==> src/rtl/packet_forwarder.sv <==
`timescale 1ns/1ps
`default_nettype none
// ============================================================================
// Module      : packet_forwarder
// Description : Drains a stored packet from the dual-word packet RAM read
//               port and emits it as a 32-bit AXI-Stream with tlast.
// Revision    : 1.0 - initial release
// ============================================================================
module packet_forwarder #(
    parameter int ADDR_WIDTH = 10,
    parameter int DATA_WIDTH = 64
) (
    input  logic                    clk,
    input  logic                    rst,
    input  logic                    start,
    input  logic [31:0]             len,
    output logic                    busy,
    output logic                    done,
    output logic                    rd_en,
    output logic [ADDR_WIDTH-1:0]   rd_addr,
    input  logic [DATA_WIDTH-1:0]   rd_data,
    output logic [DATA_WIDTH/2-1:0] m_axis_tdata,
    output logic                    m_axis_tvalid,
    input  logic                    m_axis_tready,
    output logic                    m_axis_tlast
);

    localparam int          HALF       = DATA_WIDTH / 2;
    localparam logic [31:0] c_LAST_MAX = 32'((1 << ADDR_WIDTH) - 1);

    localparam logic [2:0] c_IDLE = 3'd0;
    localparam logic [2:0] c_RD   = 3'd1;
    localparam logic [2:0] c_HI   = 3'd2;
    localparam logic [2:0] c_LO   = 3'd3;
    localparam logic [2:0] c_DONE = 3'd4;

    logic [2:0]            state_q, state_d;
    logic [ADDR_WIDTH-1:0] last_q,  last_d;
    logic [ADDR_WIDTH-1:0] p_q,     p_d;
    logic [ADDR_WIDTH-1:0] w_p_plus1;
    logic [ADDR_WIDTH-1:0] w_p_plus2;

    assign w_p_plus1 = p_q + ADDR_WIDTH'(1);
    assign w_p_plus2 = p_q + ADDR_WIDTH'(2);

    always_comb begin
        state_d       = state_q;
        last_d        = last_q;
        p_d           = p_q;
        busy          = 1'b0;
        done          = 1'b0;
        rd_en         = 1'b0;
        rd_addr       = '0;
        m_axis_tvalid = 1'b0;
        m_axis_tlast  = 1'b0;
        m_axis_tdata  = '0;

        case (state_q)
            c_IDLE: begin
                if (start) begin
                    last_d  = (len > c_LAST_MAX) ? c_LAST_MAX[ADDR_WIDTH-1:0]
                                                 : len[ADDR_WIDTH-1:0];
                    p_d     = '0;
                    state_d = c_RD;
                end
            end
            c_RD: begin
                busy    = 1'b1;
                rd_en   = 1'b1;
                rd_addr = p_q;
                state_d = c_HI;
            end
            c_HI: begin
                busy          = 1'b1;
                m_axis_tvalid = 1'b1;
                m_axis_tdata  = rd_data[DATA_WIDTH-1:HALF];
                m_axis_tlast  = (p_q == last_q);
                if (m_axis_tready) begin
                    state_d = m_axis_tlast ? c_DONE : c_LO;
                end
            end
            c_LO: begin
                busy          = 1'b1;
                m_axis_tvalid = 1'b1;
                m_axis_tdata  = rd_data[HALF-1:0];
                m_axis_tlast  = (w_p_plus1 == last_q);
                // Next pair is fetched on the handshake itself so HI sees it
                // one cycle later, keeping a word per cycle with no bubble.
                if (m_axis_tready) begin
                    if (m_axis_tlast) begin
                        state_d = c_DONE;
                    end else begin
                        rd_en   = 1'b1;
                        rd_addr = w_p_plus2;
                        p_d     = w_p_plus2;
                        state_d = c_HI;
                    end
                end
            end
            c_DONE: begin
                done    = 1'b1;
                state_d = c_IDLE;
            end
            default: begin
                state_d = c_IDLE;
            end
        endcase
    end

    always_ff @(posedge clk) begin
        if (rst) begin
            state_q <= c_IDLE;
            last_q  <= '0;
            p_q     <= '0;
        end else begin
            state_q <= state_d;
            last_q  <= last_d;
            p_q     <= p_d;
        end
    end

endmodule
`default_nettype wire

==> config.mk <==
export PLATFORM = sky130hd
export DESIGN_NAME = packet_forwarder
export DESIGN_NICKNAME = d
export VERILOG_FILES = /design/src/rtl/packet_forwarder.sv
export SDC_FILE = /design/constraint.sdc
export NUM_CORES = 1
export LEC_CHECK = 0
export BUFFER_PORTS_ARGS = -buffer_cell sky130_fd_sc_hd__buf_4
export CAP_MARGIN = 10
export CORE_ASPECT_RATIO = 1.75
export CORE_MARGIN = 3
export CORE_UTILIZATION = 41
export CTS_BUF_LIST = sky130_fd_sc_hd__clkbuf_8
export DETAILED_ROUTE_END_ITERATION = 10
export MAX_ROUTING_LAYER = met4
export PLACE_DENSITY = 0.8
export SLEW_MARGIN = 20
export SYNTH_ARGS = -nofsm -noshare
export SYNTH_HDL_FRONTEND = slang
export SYNTH_SLANG_ARGS = --single-unit
export TNS_END_PERCENT = 100
==> constraint.sdc <==
create_clock -name clk -period 2.3 [get_ports clk]
set_clock_uncertainty 0.1 [all_clocks]
set_input_delay 0.23 -clock clk [delete_from_list [all_inputs] [get_ports clk]]
set_output_delay 0.23 -clock clk [all_outputs]
set_load 0.01 [all_outputs]
==> flow_summary.yaml, run 1 <==
timing:
  whs_ps: 120
  min_period_ps: 2290
  setup_viol: 0
  slew_headroom_pct: 39.0
  finalHoldViolCount: 0
  finalCritPeriodShare_pct: 99.4
  rsz0062_at_grt: "yes"
  fmax_mhz: 438
  worst_pin_slew_ps: 907
  finalMaxSlewViolations: 0
drt:
  vias: 2513
  drt_pass1_iterations: 4
  drcViolationCount: 0
  viasPerCell: 5.60
  drt_iter0_markers: 154
  antenna_left: 0
  wl_per_cell_um: 16.3
  totalWireLength_mm: 7.32
grt:
  grt_first_pass_wirelength_mm: 11.6
  grt-ovfl-total: 0
  grt_usage_pct: 26.6
  grt_max_degree: 35
  grt_pass1_vias: 2530
  antenna_found_initial: 0
setup_path:
  endpoint_kind: "primary output"
  cp_data_arrival_time_ps: 1960
  start_kind: "flip-flop"
  ff2ff_path_depth: 5
  crit_end: "rd_addr[4]"
  critPathKind: "reg2out"
  worstSetupStartpoint: "p_q[5]"
  cp.required_ps: 1970
  rrSetupSlack_ps: 180
  r2r-end: "p_q[4]"
  r2r_start: "state_q[1]"
  critPathMaxFanout: 7
synth:
  syn_nets: 357
  ys_ff_latch: 22
  syn_inst: 256
  ys_seq_area_share_pct: 22.9
  netlist.top_cell.by_area: "dfxtp_1"
  netlist.area_leader.share_pct: 22.9
  syn-cell-area_sq_um: 1930
  synth_warnings: 0
  syn_avg_cell_area_sq_um: 7.52
  yosysUniqueCellTypes: 44
  synth_ff_type: "dfxtp_1"
  synthArstFlopShare_pct: 0
  synth-edff-count: 0
  synthTopCellsByArea: "dfxtp_1 23%, mux2i_1 17%, nor2_1 9.2%, o221a_2 5.8%, nand2_1 4.3%"
final_layout:
  drive_above_1_share_pct: 48.5
  final_nets: 500
  areaGrowthSynthToFinish_pct: 66.0
  diodes: 0
  final_area_sq_um: 3200
clocking:
  holdBufCountCts: 0
  clock_latency_ps: 270
  cts_made_buffers: 3
  clk_pin_slew_worst_paths_ps: 80
  cts.sinks: 22
  tritoncts: "built"
  ctsRootBufferMaster: "clkbuf_8"
  clock_path_buffers: 2
  h-tree-depth: 1
power:
  leakage_nw: 1.46
  p_total_mw: 1.36
  power_density_nw_per_um2: 424
  ir_drop_mv: 0.338
place:
  port_buffers: 145
  gp_congestion: 0.892
  dpl_cell_area_sq_um: 3060
  place_hpwl_mm: 5.96
hold_path:
  worstHoldStart: "len[7]"
  hp-class: "in2reg"
floorplan:
  num_rows: 32
  floorplan.initialDensity_pct: 42.9
  dieArea_sq_um: 5590
  die_x_um: 57.8
  ios: 147
  fp.dieH_um: 96.7
  core_area_sq_um: 4480
outcome:
  outcome: "finished, final reports clean"
flow_run:
  drv_cap: 0
-- worst max-delay path, stage by stage (launching register included) --
cell      delay, ps
dfxtp_4         380
xnor2_1         140
and2_1          190
and4_4          220
or3_4           360
o211ai_1        230
buf_4           160
-- how the worst min path moves through the flow --
stage,to,slack [ps],depth (start not counted)
final,last_q[7],120,2
after detailed placement,last_q[7],400,2
after floorplan,state_q[0],300,3
after global routing,last_q[7],120,2
after global placement,last_q[9],400,2
after CTS,last_q[7],120,2
-- kinds of logic (layout without fill, tap and decap cells) --
group,after synthesis,in the layout,share of synthesized area (%)
AOI/OAI and AO/OA,46,46,19.0
xor gates and xnor gates,10,10,4.55
adders and majority gates,1,1,0.650
buffers and inverters,26,168,6.37
DFF,22,22,22.9
muxes,32,32,16.6
other,1,1,0.195
and+or+nand+nor,118,118,29.7
-- what timing repair did --
item | in CTS | in global routing
resized for setup | 11 | 7
setup buffers | 2 | 1
endpoints found under the setup margin | 6 | 5
pin swaps | 1 | 2
-- final cells by class --
type	instances	area (sq um)
well taps	51	63.8
clock inverters	1	30.0
clock buffers	3	41.3
flip-flops and latches	22	460
inverters	5	18.8
multi-input cells	208	1390
fillers	372	1290
repair buffers	159	1190
-- flip-flops by register name (all words and copies together) (netlist names) --
| register | cells |
|---|---|
| last_q | 10 |
| p_q | 9 |
| state_q | 3 |
-- cell usage in the layout (no fill, tap or decap), types with 6 or more instances in the layout --
cell type | Yosys | final
nand2_1 | 22 | 22
nand3_1 | 8 | 8
dfxtp_2 | 0 | 7
nor4_1 | 10 | 10
buf_4 | 3 | 159
mux2i_1 | 32 | 32
nand4_1 | 6 | 6
xnor2_1 | 9 | 7
o21ai_0 | 7 | 7
o221a_2 | 10 | 10
nor2_1 | 47 | 47
o211ai_1 | 6 | 6
dfxtp_1 | 22 | 12
-- metrics by stage --
step                      setup slack, ps  util (%)  std cells  TNS (ps)
after CTS                            4.42      70.5        448         0
after detailed placement              196      68.2        442         0
final                                14.6      71.3        449         0
after floorplan                       267         -        256         0
after global routing                -73.7      71.3        449      -113
after global placement                225      68.2        442         0
-- Yosys cell counts, types with 3 or more instances --
cell,number
o221a_2,10
o21ai_0,7
buf_2,5
and2_1,4
nor3_1,4
o311ai_0,5
o211ai_1,6
mux2i_1,32
nor4_1,10
nor2_1,47
clkbuf_1,12
nand3_1,8
nand2_1,22
a21oi_1,4
a31oi_1,3
buf_4,3
xnor2_1,9
dfxtp_1,22
nand2b_1,4
and3_1,3
inv_1,5
nand4_1,6
-- per-layer routing --
layer  up-vias  track usage (%)  wire, um
met1      1123             28.3      2530
met3        19             4.01       551
met4         0             10.0       223
met5         -                -         0
li1       1228                -         -
met2       143             47.6      4010
-- power by group --
| group | switching (mW) | internal, mW |
|---|---|---|
| clock | 0.129 | 0.233 |
| combinational | 0.256 | 0.313 |
| sequential | 0.0208 | 0.403 |
| total | 0.406 | 0.949 |
(Power assumes the default switching activity.)
==> run 2: changes to the inputs <==
--- a/config.mk
+++ b/config.mk
@@ -5,15 +5,16 @@
 export SDC_FILE = /design/constraint.sdc
 export NUM_CORES = 1
 export LEC_CHECK = 0
-export BUFFER_PORTS_ARGS = -buffer_cell sky130_fd_sc_hd__buf_4
+export ABC_AREA = 1
 export CAP_MARGIN = 10
 export CORE_ASPECT_RATIO = 1.75
 export CORE_MARGIN = 3
-export CORE_UTILIZATION = 41
+export CORE_UTILIZATION = 60
 export CTS_BUF_LIST = sky130_fd_sc_hd__clkbuf_8
 export DETAILED_ROUTE_END_ITERATION = 10
+export DONT_BUFFER_PORTS = 1
 export MAX_ROUTING_LAYER = met4
-export PLACE_DENSITY = 0.8
+export PLACE_DENSITY = 0.74
 export SLEW_MARGIN = 20
 export SYNTH_ARGS = -nofsm -noshare
 export SYNTH_HDL_FRONTEND = slang
==> flow_summary.yaml, run 2 <==
hold_path:
  worstHoldStart: "rst"
  min_to: "state_q[1]"
  hp-class: "in2reg"
  holdPathStages: 3
setup_path:
  cp.buffers_inverters: 0
  critPathKind: "reg2out"
  endpoint_kind: "primary output"
  cpPeakStageDelay_ps: 440
  critPathMaxFanout: 5
  cp.required_ps: 1970
  r2r-end: "p_q[1]"
  ff2ff_path_depth: 7
  path_cells: "ha_1 -> nand2_1 -> nor2_2 -> nand2_1 -> o21ai_0 -> nand3_1 -> o22ai_2"
  start_kind: "flip-flop"
  cp_data_arrival_time_ps: 1800
  r2r_start: "state_q[2]"
  cp_slowest_cell: "dfxtp_1"
  rrSetupSlack_ps: 510
  crit_path_frequent_cell: "nand2_1"
  path_delay_family: "simple AND/OR/NAND/NOR gates"
drt:
  drcViolationCount: 0
  totalWireLength_mm: 5.99
  drt_iter0_markers: 42
  antenna_left: 0
  drt_pass1_iterations: 4
  wl_per_cell_um: 17.9
  viasPerCell: 6.19
  vias: 2067
timing:
  fin_setup_tns_ps: 0
  setup_viol: 0
  setup_ws_ps: 172
  rsz0062_at_grt: "no"
  min_period_ps: 2130
  worst_pin_slew_ps: 557
  fmax_mhz: 470
  slew_headroom_pct: 62.8
  finalCritPeriodShare_pct: 92.5
  finalMaxSlewViolations: 0
  finalHoldViolCount: 0
synth:
  syn-cell-area_sq_um: 1940
  synth_warnings: 0
  yosys.cell_count.top_type: "nand2_1"
  yosysUniqueCellTypes: 33
  synth-edff-count: 0
  ys_seq_area_share_pct: 22.7
  netlist_top_cells_count: "58 x nand2_1, 43 x nor2_1, 32 x a22o_1"
  synth_ff_type: "dfxtp_1"
  syn_avg_cell_area_sq_um: 6.54
  ys_ff_latch: 22
  synthTopCellsByArea: "dfxtp_1 23%, a22o_1 14%, nand2_1 11%, nor2_1 8.3%, nand4_1 3.9%"
  netlist.area_leader.share_pct: 22.7
  syn_nets: 398
  synthArstFlopShare_pct: 0
  syn_inst: 297
  netlist.top_cell.by_area: "dfxtp_1"
floorplan:
  dieArea_sq_um: 3980
  fp.dieH_um: 81.3
  floorplan.initialDensity_pct: 64.2
  ios: 147
  die_x_um: 49.0
  core_area_sq_um: 3030
  num_rows: 26
power:
  ir_drop_mv: 0.624
  p_total_mw: 2.35
  switching_power_mw: 1.22
  pwr-share-comb_pct: 59.7
  power_density_nw_per_um2: 1160
  seqPwrFrac_pct: 28.4
  p_int_mw: 1.13
  leakage_nw: 0.825
  switching_share_pct: 52.0
  p_clk_share_pct: 12.0
clocking:
  clock_latency_ps: 260
  cts_made_buffers: 3
  h-tree-depth: 1
  cts.sinks: 22
  tritoncts: "built"
  cts_setup_buffers: 0
  clk_pin_slew_worst_paths_ps: 80
  clock_path_buffers: 2
  ctsRootBufferMaster: "clkbuf_8"
outcome:
  outcome: "finished, final reports clean"
final_layout:
  largest-register: "last_q"
  top_regs: "last_q (10), p_q (9), state_q (3)"
  areaGrowthSynthToFinish_pct: 3.86
  layout_commonest_cell: "nand2_1"
  drive_above_1_share_pct: 15.1
  layout_common_cells: "58 x nand2_1, 43 x nor2_1, 32 x a22o_1"
  largest_reg_flops: 10
  fillers: 312
  final_nets: 393
grt:
  grt_first_pass_wirelength_mm: 8.87
  grt_usage_pct: 30.2
  antenna_found_initial: 1
  grt_max_degree: 33
  grt_pass1_vias: 1930
  grt-ovfl-total: 0
place:
  port_buffers: 0
  place_hpwl_mm: 4.85
  gp_congestion: 0.902
  pre_cts_ws_ps: 437
flow_run:
  drv_cap: 0
==> run 2: per-layer routing <==
layer	vias to the layer above	share of wire [%]	global-route usage [%]
li1	1006	-	-
met1	939	34	28.5
met2	103	53	54.6
met3	19	8.1	6.97
met4	0	4.8	19.4
met5	-	0	-
==> run 2: cells by family after synthesis <==
group                    count (synthesis)  share of synthesized area (%)
AO/OA/AOI/OAI                           60                           22.4
XOR/XNOR                                 3                           1.35
adder cells (fa/ha/maj)                  1                          0.644
buffers and inverters                   42                           9.01
flip-flops                              22                           22.7
other                                    1                          0.193
AND/OR/NAND/NOR                        168                           43.7
==> run 2: worst min-delay path, cell delays in order <==
cell and delay (ps):
nor3_1 30, nand2_1 60, nand2_1 40
==> run 2: metrics by stage <==
| step | instances | hold slack (ps) | util [%] | instance area, sq um |
|---|---|---|---|---|
| CTS | 333 | 36.3 | 66.4 | 2010 |
| global placement | 328 | 201 | 64.3 | 1940 |
| floorplan | 297 | 199 | - | 1940 |
| finish | 334 | 48.5 | 66.7 | 2020 |
| detailed placement | 328 | 203 | 64.3 | 1940 |
| global route | 334 | 41.8 | 66.7 | 2020 |
==> run 2: final cells by class <==
cell class	instances	area [sq um]	share of cell area, %
multi-input combinational	233	1330	66.1
sequential	22	440	21.8
inverter	29	109	5.39
clock buffer	4	55.1	2.73
tap	42	52.6	2.60
timing repair buffer	3	25.0	1.24
antenna	1	2.50	0.124
==> run 2: how the worst max path moves through the flow <==
stage	slack [ps]	endpoint	depth (start not counted)	startpoint
final	170	rd_addr[7]	7	p_q[2]
after global routing	7	rd_addr[7]	7	p_q[2]
after global placement	450	rd_addr[7]	7	p_q[2]
after detailed placement	440	rd_addr[7]	7	p_q[2]
after floorplan	650	rd_addr[7]	7	p_q[2]
after CTS	130	rd_addr[7]	7	p_q[2]
==> run 2: power by group through the flow <==
stage               registers [mW]  logic [mW]  clock network [mW]
detailed placement           0.670        1.39                   0
global route                 0.680        1.58               0.299
finish                       0.666        1.40               0.281
CTS                          0.662        1.40               0.289
floorplan                    0.614        1.23                   0
global placement             0.668        1.36                   0
==> run 2: timing repair <==
action                                  4_1_cts  5_1_grt
resized for setup                             0        1
endpoints found under the setup margin        0        1
endpoints found under the hold margin         1        0
hold buffers                                  1        0
==> run 3: changes to the inputs <==
--- a/config.mk
+++ b/config.mk
@@ -14,7 +14,7 @@
 export DETAILED_ROUTE_END_ITERATION = 10
 export DONT_BUFFER_PORTS = 1
 export MAX_ROUTING_LAYER = met4
-export PLACE_DENSITY = 0.74
+export PLACE_DENSITY = 0.77
 export SLEW_MARGIN = 20
 export SYNTH_ARGS = -nofsm -noshare
 export SYNTH_HDL_FRONTEND = slang
==> constraint.sdc (replaced) <==
create_clock -name clk -period 1.8 [get_ports clk]
set_clock_uncertainty 0.1 [all_clocks]
set_input_delay 0.18 -clock clk [delete_from_list [all_inputs] [get_ports clk]]
set_output_delay 0.18 -clock clk [all_outputs]
set_load 0.01 [all_outputs]
==> flow_summary.yaml, run 3 (same netlist as run 2, synthesis figures left out) <==
clocking:
  tritoncts: "built"
  ctsRootBufferMaster: "clkbuf_8"
  clock_path_buffers: 2
  clock_latency_ps: 270
  cts_made_buffers: 3
  clk_pin_slew_worst_paths_ps: 90
  cts.sinks: 22
  h-tree-depth: 1
flow_run:
  drv_cap: 0
setup_path:
  worstSetupStartpoint: "p_q[2]"
  cp_slowest_cell: "dfxtp_4"
  cp_data_arrival_time_ps: 1660
  cpPeakStageDelay_ps: 390
  path_cells: "buf_6 -> nand2_1 -> nor2_4 -> nand2_2 -> o21ai_2 -> nand3_2 -> o22ai_2 -> buf_4"
  r2r_start: "p_q[2]"
  start_kind: "flip-flop"
  path_delay_family: "simple AND/OR/NAND/NOR gates"
  cp.buffers_inverters: 2
  critPathKind: "reg2out"
  endpoint_kind: "primary output"
  cp.required_ps: 1520
  critPathMaxFanout: 3
drt:
  antenna_left: 0
  viasPerCell: 6.55
  wl_per_cell_um: 19.6
  drt_iter0_markers: 134
  drt_pass1_iterations: 5
  vias: 2386
  totalWireLength_mm: 7.13
  drcViolationCount: 0
floorplan:
  fp.dieH_um: 81.3
  num_rows: 26
  core_area_sq_um: 3030
  floorplan.initialDensity_pct: 64.2
  ios: 147
  dieArea_sq_um: 3980
  die_x_um: 49.0
timing:
  worst_pin_slew_ps: 565
  min_period_ps: 1940
  setup_viol: 11
  fin_setup_tns_ps: -1040
  rsz0062_at_grt: "yes"
  finalHoldViolCount: 0
  setup_ws_ps: -141
  fmax_mhz: 515
  slew_headroom_pct: 62.3
  finalMaxSlewViolations: 0
  finalCritPeriodShare_pct: 108
place:
  place_hpwl_mm: 4.74
  port_buffers: 0
  dpl_cell_area_sq_um: 2080
  gp_congestion: 0.952
hold_path:
  hp-class: "in2reg"
  worstHoldStart: "len[1]"
outcome:
  outcome: "finished, violations left"
  violations: "negative setup slack"
final_layout:
  layout_common_cells: "48 x nand2_1, 42 x nor2_1, 31 x a22o_1"
  drive_above_1_share_pct: 35.7
  diodes: 0
  largest-register: "last_q"
  areaGrowthSynthToFinish_pct: 28.7
  largest_reg_flops: 10
  final_nets: 425
  layout_commonest_cell: "nand2_1"
  top_regs: "last_q (10), p_q (9), state_q (3)"
  final_area_sq_um: 2500
grt:
  grt_first_pass_wirelength_mm: 9.81
  antenna_found_initial: 0
  grt-ovfl-total: 0
  grt_usage_pct: 32.6
  grt_max_degree: 33
  grt_pass1_vias: 2112
power:
  power_density_nw_per_um2: 1460
  ir_drop_mv: 1.24
  p_total_mw: 3.66
  leakage_nw: 1.03
-- run 3: cell types whose count changed in the layout (fill, tap and decap cells not counted), sizes merged --
| cell | delta |
|---|---|
| diode | -1 |
| buf | +30 |
| nand2 | +1 |
-- run 3: layout make-up --
type                    count  area (sq um)
fillers                   210           526
inverters                  29           114
multi-input cells         234          1520
flip-flops and latches     22           467
well taps                  42          52.6
clock buffers               3          41.3
repair buffers             34           307
-- run 3: worst reg2reg max path, cell delays in order, from the launching register on --
cell and delay, ps:
dfxtp_4 370, buf_6 120, xnor2_2 130, nand2_2 110
nor2_4 120, nand3_4 140, buf_4 180, nand3_4 90
nand2_8 100, nor2_1 150, nor2_1 70
-- run 3: routing by layer --
layer / vias to the layer above / routed length (um) / share of wire (%) / track usage (%)
li1: 1067 / - / - / -
met1: 1084 / 2290 / 32 / 31.7
met2: 193 / 3810 / 53 / 61.0
met3: 42 / 672 / 9.4 / 6.97
met4: 0 / 360 / 5.0 / 14.8
met5: - / 0 / 0 / -
-- run 3: repair_timing --
| action | in CTS | in global routing |
|---|---|---|
| setup endpoints to repair | 43 | 52 |
| setup buffers | 4 | 10 |
| gates resized for setup | 36 | 26 |
| pin swaps | 12 | 16 |
| hold buffers | 1 | 0 |
| hold endpoints to repair | 2 | 0 |
| cloned | 1 | 1 |
-- run 3: power breakdown --
part           internal (mW)  switching (mW)
registers              0.677           0.217
logic                  0.957            1.48
clock network          0.150           0.173
-- run 3: worst paths after layout --
check / endpoint / cells past startpoint / slack, ps
worst max-delay path: rd_addr[6] / 8 / -140
worst max register to register: p_q[3] / 10 / 30
worst min-delay path: last_q[1] / 3 / 20
worst min register to register: state_q[1] / 2 / 400
-- run 3: metrics by stage --
stage	cells	util, %	setup WS, ps	hold WS, ps
6_report	364	82.6	-141	24.3
5_1_grt	364	82.6	-224	49.5
4_1_cts	353	75.9	-75.9	24.4
3_5_place_dp	344	68.7	64.6	153
3_3_place_gp	344	68.7	94.6	151
2_1_floorplan	297	-	197	149
